[src/rtl/hex_display_scanner.sv]
// hex_display_scanner: time-multiplexed N-digit hex 7-segment driver.
// A pending shadow register is copied to the active register on frame
// boundaries only, so the displayed digits never tear. Segment/enable
// polarity is selectable for common-anode or common-cathode banks.
module hex_display_scanner #(
    parameter int DIGITS     = 6,
    parameter int SCAN_DIV   = 50000,
    parameter int GUARD      = 1,
    parameter int ACTIVE_LOW = 1
) (
    input  logic                  clk,
    input  logic                  rst,
    input  logic                  load,
    input  logic [4*DIGITS-1:0]   value,
    input  logic [DIGITS-1:0]     dp_in,
    input  logic                  blank_lz,
    output logic [7:0]            seg_out,
    output logic [DIGITS-1:0]     digit_en,
    output logic                  frame_tick,
    output logic                  busy
);

    localparam int CNT_W = (SCAN_DIV > 1) ? $clog2(SCAN_DIV) : 1;
    localparam int IDX_W = $clog2(DIGITS);
    localparam logic [CNT_W-1:0] CNT_LAST = CNT_W'(SCAN_DIV - 1);
    localparam logic [IDX_W-1:0] IDX_LAST = IDX_W'(DIGITS - 1);
    localparam logic POL = (ACTIVE_LOW != 0);
    localparam logic [7:0] SEG_OFF = {8{POL}};
    localparam logic [DIGITS-1:0] EN_OFF = {DIGITS{POL}};

    // Pending (shadow) and active display state
    logic [4*DIGITS-1:0] pend_value_reg;
    logic [DIGITS-1:0]   pend_dp_reg;
    logic                pend_blz_reg;
    logic                pend_valid_reg;
    logic [4*DIGITS-1:0] act_value_reg;
    logic [DIGITS-1:0]   act_dp_reg;
    logic                act_blz_reg;

    // Scan position
    logic [CNT_W-1:0] cnt_reg, cnt_next;
    logic [IDX_W-1:0] idx_reg, idx_next;

    // Registered outputs
    logic [7:0]        seg_reg, seg_next;
    logic [DIGITS-1:0] en_reg, en_next;
    logic              tick_reg;

    logic slot_end;
    logic frame_end;
    logic in_guard;

    logic [3:0]        nib [DIGITS];
    logic [DIGITS-1:0] blank_mask;

    assign slot_end  = (cnt_reg == CNT_LAST);
    assign frame_end = slot_end && (idx_reg == IDX_LAST);

    // Guard window at the start of each slot keeps all digits dark to avoid ghosting
    generate
        if (GUARD > 0) begin : g_guard
            assign in_guard = (cnt_reg < CNT_W'(GUARD));
        end else begin : g_noguard
            assign in_guard = 1'b0;
        end
    endgenerate

    // Per-digit nibble split and leading-zero detection; digit 0 always shows
    generate
        for (genvar gi = 0; gi < DIGITS; gi++) begin : g_digit
            assign nib[gi] = act_value_reg[4*gi +: 4];
            if (gi == 0) begin : g_lsd
                assign blank_mask[gi] = 1'b0;
            end else begin : g_upper
                assign blank_mask[gi] = act_blz_reg &&
                                        (act_value_reg[4*DIGITS-1:4*gi] == '0);
            end
        end
    endgenerate

    // Hex nibble to logical segment pattern {G,F,E,D,C,B,A}
    function automatic logic [6:0] glyph_f(input logic [3:0] n);
        logic [6:0] g;
        case (n)
            4'h0:    g = 7'b0111111;
            4'h1:    g = 7'b0000110;
            4'h2:    g = 7'b1011011;
            4'h3:    g = 7'b1001111;
            4'h4:    g = 7'b1100110;
            4'h5:    g = 7'b1101101;
            4'h6:    g = 7'b1111101;
            4'h7:    g = 7'b0000111;
            4'h8:    g = 7'b1111111;
            4'h9:    g = 7'b1101111;
            4'hA:    g = 7'b1110111;
            4'hB:    g = 7'b1111100;
            4'hC:    g = 7'b0111001;
            4'hD:    g = 7'b1011110;
            4'hE:    g = 7'b1111001;
            default: g = 7'b1110001;
        endcase
        return g;
    endfunction

    // Slot counter and digit index advance
    always_comb begin
        cnt_next = cnt_reg + CNT_W'(1);
        idx_next = idx_reg;
        if (slot_end) begin
            cnt_next = '0;
            idx_next = (idx_reg == IDX_LAST) ? '0 : idx_reg + IDX_W'(1);
        end
    end

    // Decode of the current slot into physical segment and enable patterns
    always_comb begin
        logic [7:0]        seg_logic;
        logic [DIGITS-1:0] en_logic;
        seg_logic = {act_dp_reg[idx_reg],
                     blank_mask[idx_reg] ? 7'd0 : glyph_f(nib[idx_reg])};
        en_logic  = DIGITS'(1) << idx_reg;
        if (in_guard) begin
            seg_logic = '0;
            en_logic  = '0;
        end
        seg_next = seg_logic ^ SEG_OFF;
        en_next  = en_logic ^ EN_OFF;
    end

    // Scan position and output registers
    always_ff @(posedge clk) begin
        if (rst) begin
            cnt_reg  <= '0;
            idx_reg  <= '0;
            seg_reg  <= SEG_OFF;
            en_reg   <= EN_OFF;
            tick_reg <= 1'b0;
        end else begin
            cnt_reg  <= cnt_next;
            idx_reg  <= idx_next;
            seg_reg  <= seg_next;
            en_reg   <= en_next;
            tick_reg <= frame_end;
        end
    end

    // Pending capture; a load on the boundary cycle lands after the transfer
    always_ff @(posedge clk) begin
        if (rst) begin
            pend_value_reg <= '0;
            pend_dp_reg    <= '0;
            pend_blz_reg   <= 1'b0;
            pend_valid_reg <= 1'b0;
        end else if (load) begin
            pend_value_reg <= value;
            pend_dp_reg    <= dp_in;
            pend_blz_reg   <= blank_lz;
            pend_valid_reg <= 1'b1;
        end else if (frame_end) begin
            pend_valid_reg <= 1'b0;
        end
    end

    // Active value only changes on a frame boundary
    always_ff @(posedge clk) begin
        if (rst) begin
            act_value_reg <= '0;
            act_dp_reg    <= '0;
            act_blz_reg   <= 1'b0;
        end else if (frame_end && pend_valid_reg) begin
            act_value_reg <= pend_value_reg;
            act_dp_reg    <= pend_dp_reg;
            act_blz_reg   <= pend_blz_reg;
        end
    end

    assign seg_out    = seg_reg;
    assign digit_en   = en_reg;
    assign frame_tick = tick_reg;
    assign busy       = pend_valid_reg;

endmodule

[config.mk]
export PLATFORM = sky130hd
export DESIGN_NAME = hex_display_scanner
export DESIGN_NICKNAME = d
export VERILOG_FILES = /design/src/rtl/hex_display_scanner.sv
export SDC_FILE = /design/constraint.sdc
export NUM_CORES = 1
export LEC_CHECK = 0
export ABC_AREA = 1
export CAP_MARGIN = 10
export CORE_UTILIZATION = 44
export CTS_CLUSTER_DIAMETER = 60
export DETAILED_ROUTE_END_ITERATION = 16
export PLACE_DENSITY = 0.62
export SLEW_MARGIN = 5
export SYNTH_ARGS = -nofsm -noshare
export SYNTH_HDL_FRONTEND = slang
export SYNTH_SLANG_ARGS = --single-unit
[constraint.sdc]
create_clock -name clk -period 3.1 [get_ports clk]
set_clock_uncertainty 0.15 [all_clocks]
set_input_delay 0.62 -clock clk [delete_from_list [all_inputs] [get_ports clk]]
set_output_delay 0.62 -clock clk [all_outputs]
set_load 0.01 [all_outputs]
# Yosys cells after proc, flatten, opt, wreduce, memory -nomap -nowiden
# Memories as Yosys holds them, arrays and structs flattened.
# Cells that the tools add are included.
# totals
word_cells,51
in_bits,34
ramBits,0
regBits,97
mem_bits_ro,112
mem_count,1
latch_bits,0
output_inout_bits,16
# memory_table
name,depth,word_bits,rd,rd_ports_with_merged_regs,write_ports,line,text
(name not given),16,7,1,0,0,84,case (n)
# classes
n_addsub,2
mux,13
multipliers,0
reduce_logical,14
n_shift,1
bitwise_logic,3
n_eq_ne,2
div,0
n_lt_le_gt_ge,3
# op_table
cell,n
zero test 20 bit,1
adder 16 x 1 -> 16 bit (second input constant),1
== test 16 bit (second input constant),1
zero test 16 bit,1
less-than comparator 16 x 1 -> 1 bit (second input constant),1
binary-select mux 4 bit (select 3 bit),1
zero test 12 bit,1
zero test 8 bit,1
2-to-1 mux 4 bit,2
2-to-1 mux 8 bit,1
NOT 8 bit,1
logical AND 1 bit,7
2-to-1 mux 7 bit,1
binary-select mux 1 bit (select 3 bit),2
2-to-1 mux 6 bit,1
NOT 6 bit,1
<< shifter 1 x 3 -> 6 bit (first input constant),1
greater-or-equal comparator 4 bit (second input constant),1
zero test 4 bit,1
less-than comparator 3 x 4 -> 1 bit (second input constant),1
2-to-1 mux 1 bit,4
NOT 3 -> 4 bit,1
adder 3 x 1 -> 3 bit (second input constant),1
== test 3 bit (second input constant),1
other kinds (3),3

# Longest topological paths before layout
# An unclocked memory read counts as a cell.
# depth
word_depth,8
ltp_mapped,15
mapped_depth_nobuf,15

# Worst setup path before layout
# Ideal clock, no wire load.
# synth_timing
path_type,register -> register
startpoint,reg idx_reg[1]
endpoint,"reg seg_reg[0], in the netlist seg_out[0]"
path_stages_with_launch,15
setup_time_ns,0.115
slack_ns,1.152
path_buffers,0
required_time_ns,2.835
synth_period_minus_slack_ns,1.948
arrival_ns,1.683
path_cell_list,dfxtp_1 -> inv_2 -> nor2_1 -> a21oi_1 -> nand2_1 -> nand2_1 -> nand2_1 -> inv_1 -> ha_1 -> inv_1 -> nand3_1 -> nand2_1 -> nor2_1 -> nor2_1 -> nand2_1
# synth_between
elab_chain_cells,8
word_cells_on_any_way,10
classes_between,7 x mux; 2 x bitwise; 1 x memory
# synth_rtl
item,line,text
start: declaration,42,"logic [IDX_W-1:0] idx_reg, idx_next;"
start signal: assignment,140,idx_reg <= idx_next;
NOT 3 -> 4 bit (implied by the code),120,blank_mask[idx_reg] ? 7'd0 : glyph_f(nib[idx_reg])};
binary-select mux 4 bit (select 3 bit),120,
2-to-1 mux 4 bit (implied by the code) (2 in series),120,
memory (16 x 7 bit),n/a,
2-to-1 mux 7 bit (*),120,
2-to-1 mux 8 bit (*),122,if (in_guard) begin
NOT 8 bit (no line) (*),n/a,
end signal: assignment,141,seg_reg <= seg_next;
end: declaration,45,"logic [7:0] seg_reg, seg_next;"
# Every way passes the cells marked *; elsewhere a longest branch is shown, timed or not. The select of a mux whose other input is x is not followed.
# A chain may end at the register's enable or synchronous reset.

# Worst setup path after layout
# layout_timing
startpoint,reg idx_reg[0]
endpoint,"reg seg_reg[0], in the netlist seg_out[0]"
# The elaborated chain is that of the path after synthesis.

==> run_results.csv <==
group,metric,value,unit
cts,cts_tree,"built",
cts,cts_made_buffers,9,
power,power_switching,554,uW
critical_path,crit_path_max_incr_delay,0.63,ns
placed_design,io_buffers,49,
cts,cts_resized,0,
critical_path,reg2reg_slack,0.77,ns
die,die_h,102,um
critical_path,worst_setup_path_end_kind,"register",
route,ant_nets,0,
power,seq_power_share,56.1,%
sta,rsz0062_at_grt,"false",
synth,seq_area_frac_synth,44.6,%
critical_path,crit_path_frequent_cell,"nand2_1",
global_route,grt_pass1_wl,16300,um
final_layout,final_common_cell,"nor2_1",
critical_path,startpoint_type,"register",
sta,finalMaxSlewViolations,0,
global_route,grt_max_degree,35,
global_route,grt.total_usage,19.8,%
final_layout,antenna_cells,0,
power,p_per_area,452,nW/um^2
cts,h-tree-depth,3,
critical_path,crit_type,"reg -> reg",
critical_path,slowest_stage,"dfxtp_1",
sta,fmax,430,MHz
sta,hold_viol_final,0,
synth,synth_area_per_cell,6.87,um^2
power,p_leak,0.00218,uW
power,sw_frac_of_total,23.8,%
final_layout,area_delta_synth_final,18.3,%
synth,syn_area,4360,um^2
cts,path_clk_slew,0.10,ns
die,rows,35,
die,initial_core_util,46.3,%
route,via_count,3792,
global_route,grt_pass1_vias,3680,
route,drt-pass1-iter-count,4,
critical_path,worstPathCellList,"nand2_1 > nor2_1 > a21oi_1 > nand2_1 > nand2_1 > nand2_1 > inv_1 > ha_1 > inv_1 > nand3_1 > nand2_1 > nor2_1 > nor2_1 > nand2_1",
critical_path,cp_max_fo,13,
global_route,overflow,0,
route,post-route-drc-count,0,
sta,maxSlewHeadroom,41.8,%
power,fin_total_pwr,2330,uW
synth,netlist-cell-type-count,32,
critical_path,rr_endpoint,"seg_out[0]$_SDFF_PP1_",
cts,holdBufCountCts,0,
route,drt_iter0_drc,169,
die,io-pin-count,50,
sta,tightest_slew,0.873,ns
flow_run,maxCapViolations,0,
cts,clock_path_buffers,2,
die,core_area,9420,um^2
cts,cts.sinks,97,
die,die_x,102,um
final_layout,final_nets,720,
route,wl_per_cell,11.3,um
critical_path,timing.rr.start,"idx_reg[0]$_SDFFE_PP0N_",
final_layout,final_cell_mix,"nor2_1, nand2_1, dfxtp_1",
critical_path,crit_arrival,2.44,ns
critical_path,required,3.21,ns
min_path,min_from,"cnt_reg[0]$_SDFF_PP0_",
sta,setup_viol,0,
sta,fin_crit,2.33,ns
cts,insertion_delay,0.37,ns
die,dieArea,10300,um^2
route,totalWireLength,9180,um
sta,tns,0,ns
min_path,min_path_cells,1,
synth,syn_nets,677,
cts,cts_setup_buffers,0,
route,routed_via_density,4.68,
power,p_int,1780,uW
cts,cts_root_buf,"clkbuf_8",
sta,fin_crit_sh,75.1,%
synth,synth_cells,634,
placed_design,place_congestion,0.867,
synth,synth_seq_cells,97,
power,comb_power_share,7.1,%
outcome,status,"finished, final reports clean",
min_path,hold_end,"cnt_reg[0]$_SDFF_PP0_",
placed_design,dp.final_hpwl,6730,um
power,peakVddDrop,0.225,mV
power,power_frac_clock,36.9,%
global_route,antenna_found_initial,0,
min_path,min_path_type,"reg -> reg",
final_layout,drive_above_1_share,6.30,%
critical_path,r2r_cells,14,
synth,ys_warn_count,0,
-- synth_stat cells, drive strengths merged --
library cell	number	share of area, %
nand3b	2	0.34
o221ai	1	0.20
or2	1	0.14
nor3b	1	0.17
nand4	7	1.3
ha	9	2.6
o2111ai	1	0.20
a211oi	2	0.34
clkbuf	12	1.0
nand3	30	3.4
dfxtp	97	45
nor2	139	12
inv	96	8.3
nand2	125	11
buf	10	1.3
xor2	2	0.40
nor3	11	1.6
o21bai	2	0.34
o21ai	70	8.0
a21oi	16	1.8
-- how the worst max path moves through the flow --
stage                            endpoint                     from  slack (ns)  cells after the start
global route        seg_out[0]$_SDFF_PP1_  idx_reg[0]$_SDFFE_PP0N_        0.58                     14
detailed placement  seg_out[0]$_SDFF_PP1_  idx_reg[0]$_SDFFE_PP0N_        0.83                     14
finish              seg_out[0]$_SDFF_PP1_  idx_reg[0]$_SDFFE_PP0N_        0.77                     14
global placement    seg_out[2]$_SDFF_PP1_                      rst        0.90                      5
floorplan           seg_out[0]$_SDFF_PP1_  idx_reg[1]$_SDFFE_PP0N_        1.15                     14
CTS                 seg_out[0]$_SDFF_PP1_  idx_reg[0]$_SDFFE_PP0N_        0.81                     14
-- metrics by stage --
stage	hold slack [ns]	area, um^2	utilization (%)	instances	setup WS [ns]
detailed placement	0.302	4940	52.5	795	0.834
CTS	0.326	5150	54.8	811	0.814
global route	0.350	5150	54.8	811	0.581
floorplan	0.280	4360	-	634	1.15
global placement	0.296	4940	52.5	795	0.901
finish	0.325	5150	54.8	811	0.772
-- critical path: cells and delay by family (launching register included) --
family	cells	cell delay [ns]
compound gates	1	0.06
flops	1	0.63
simple gates	10	0.97
fa+ha+maj	1	0.24
buf+inv	2	0.19
-- routing by layer --
| metal | vias to the layer above | part of all wire (%) | GRT usage (%) |
|---|---|---|---|
| met2 | 91 | 43 | 32.2 |
| met5 | - | 0 | 0 |
| met4 | 0 | 1.9 | 7.36 |
| met1 | 1639 | 50 | 25.9 |
| met3 | 15 | 4.5 | 4.14 |
| li1 | 2047 | - | - |
-- cell families (layout without fill, tap and decap cells) --
kind of cell	count (synthesis)	after routing	share of synthesized area (%)
buf+inv	118	166	10.7
compound gates	92	92	11.0
xor+xnor	2	2	0.402
simple gates	316	316	30.8
flops	97	97	44.6
fa+ha+maj	9	9	2.58
-- power groups by stage --
stage	Clock, uW	Sequential (uW)	Combinational [uW]
6_report	860	1310	164
5_1_grt	942	1310	189
4_1_cts	884	1310	167
3_5_place_dp	0	1340	166
3_3_place_gp	0	1330	165
2_1_floorplan	0	1340	79.0
-- cell type report --
type | instances | area (um^2)
multi-input cells | 419 | 1950
well taps | 129 | 161
flip-flops and latches | 97 | 1940
repair buffers | 54 | 528
fillers | 960 | 4260
clock inverters | 6 | 73.8
inverters | 96 | 363
clock buffers | 10 | 138
No activity file was read; power rests on OpenSTA's default activity.
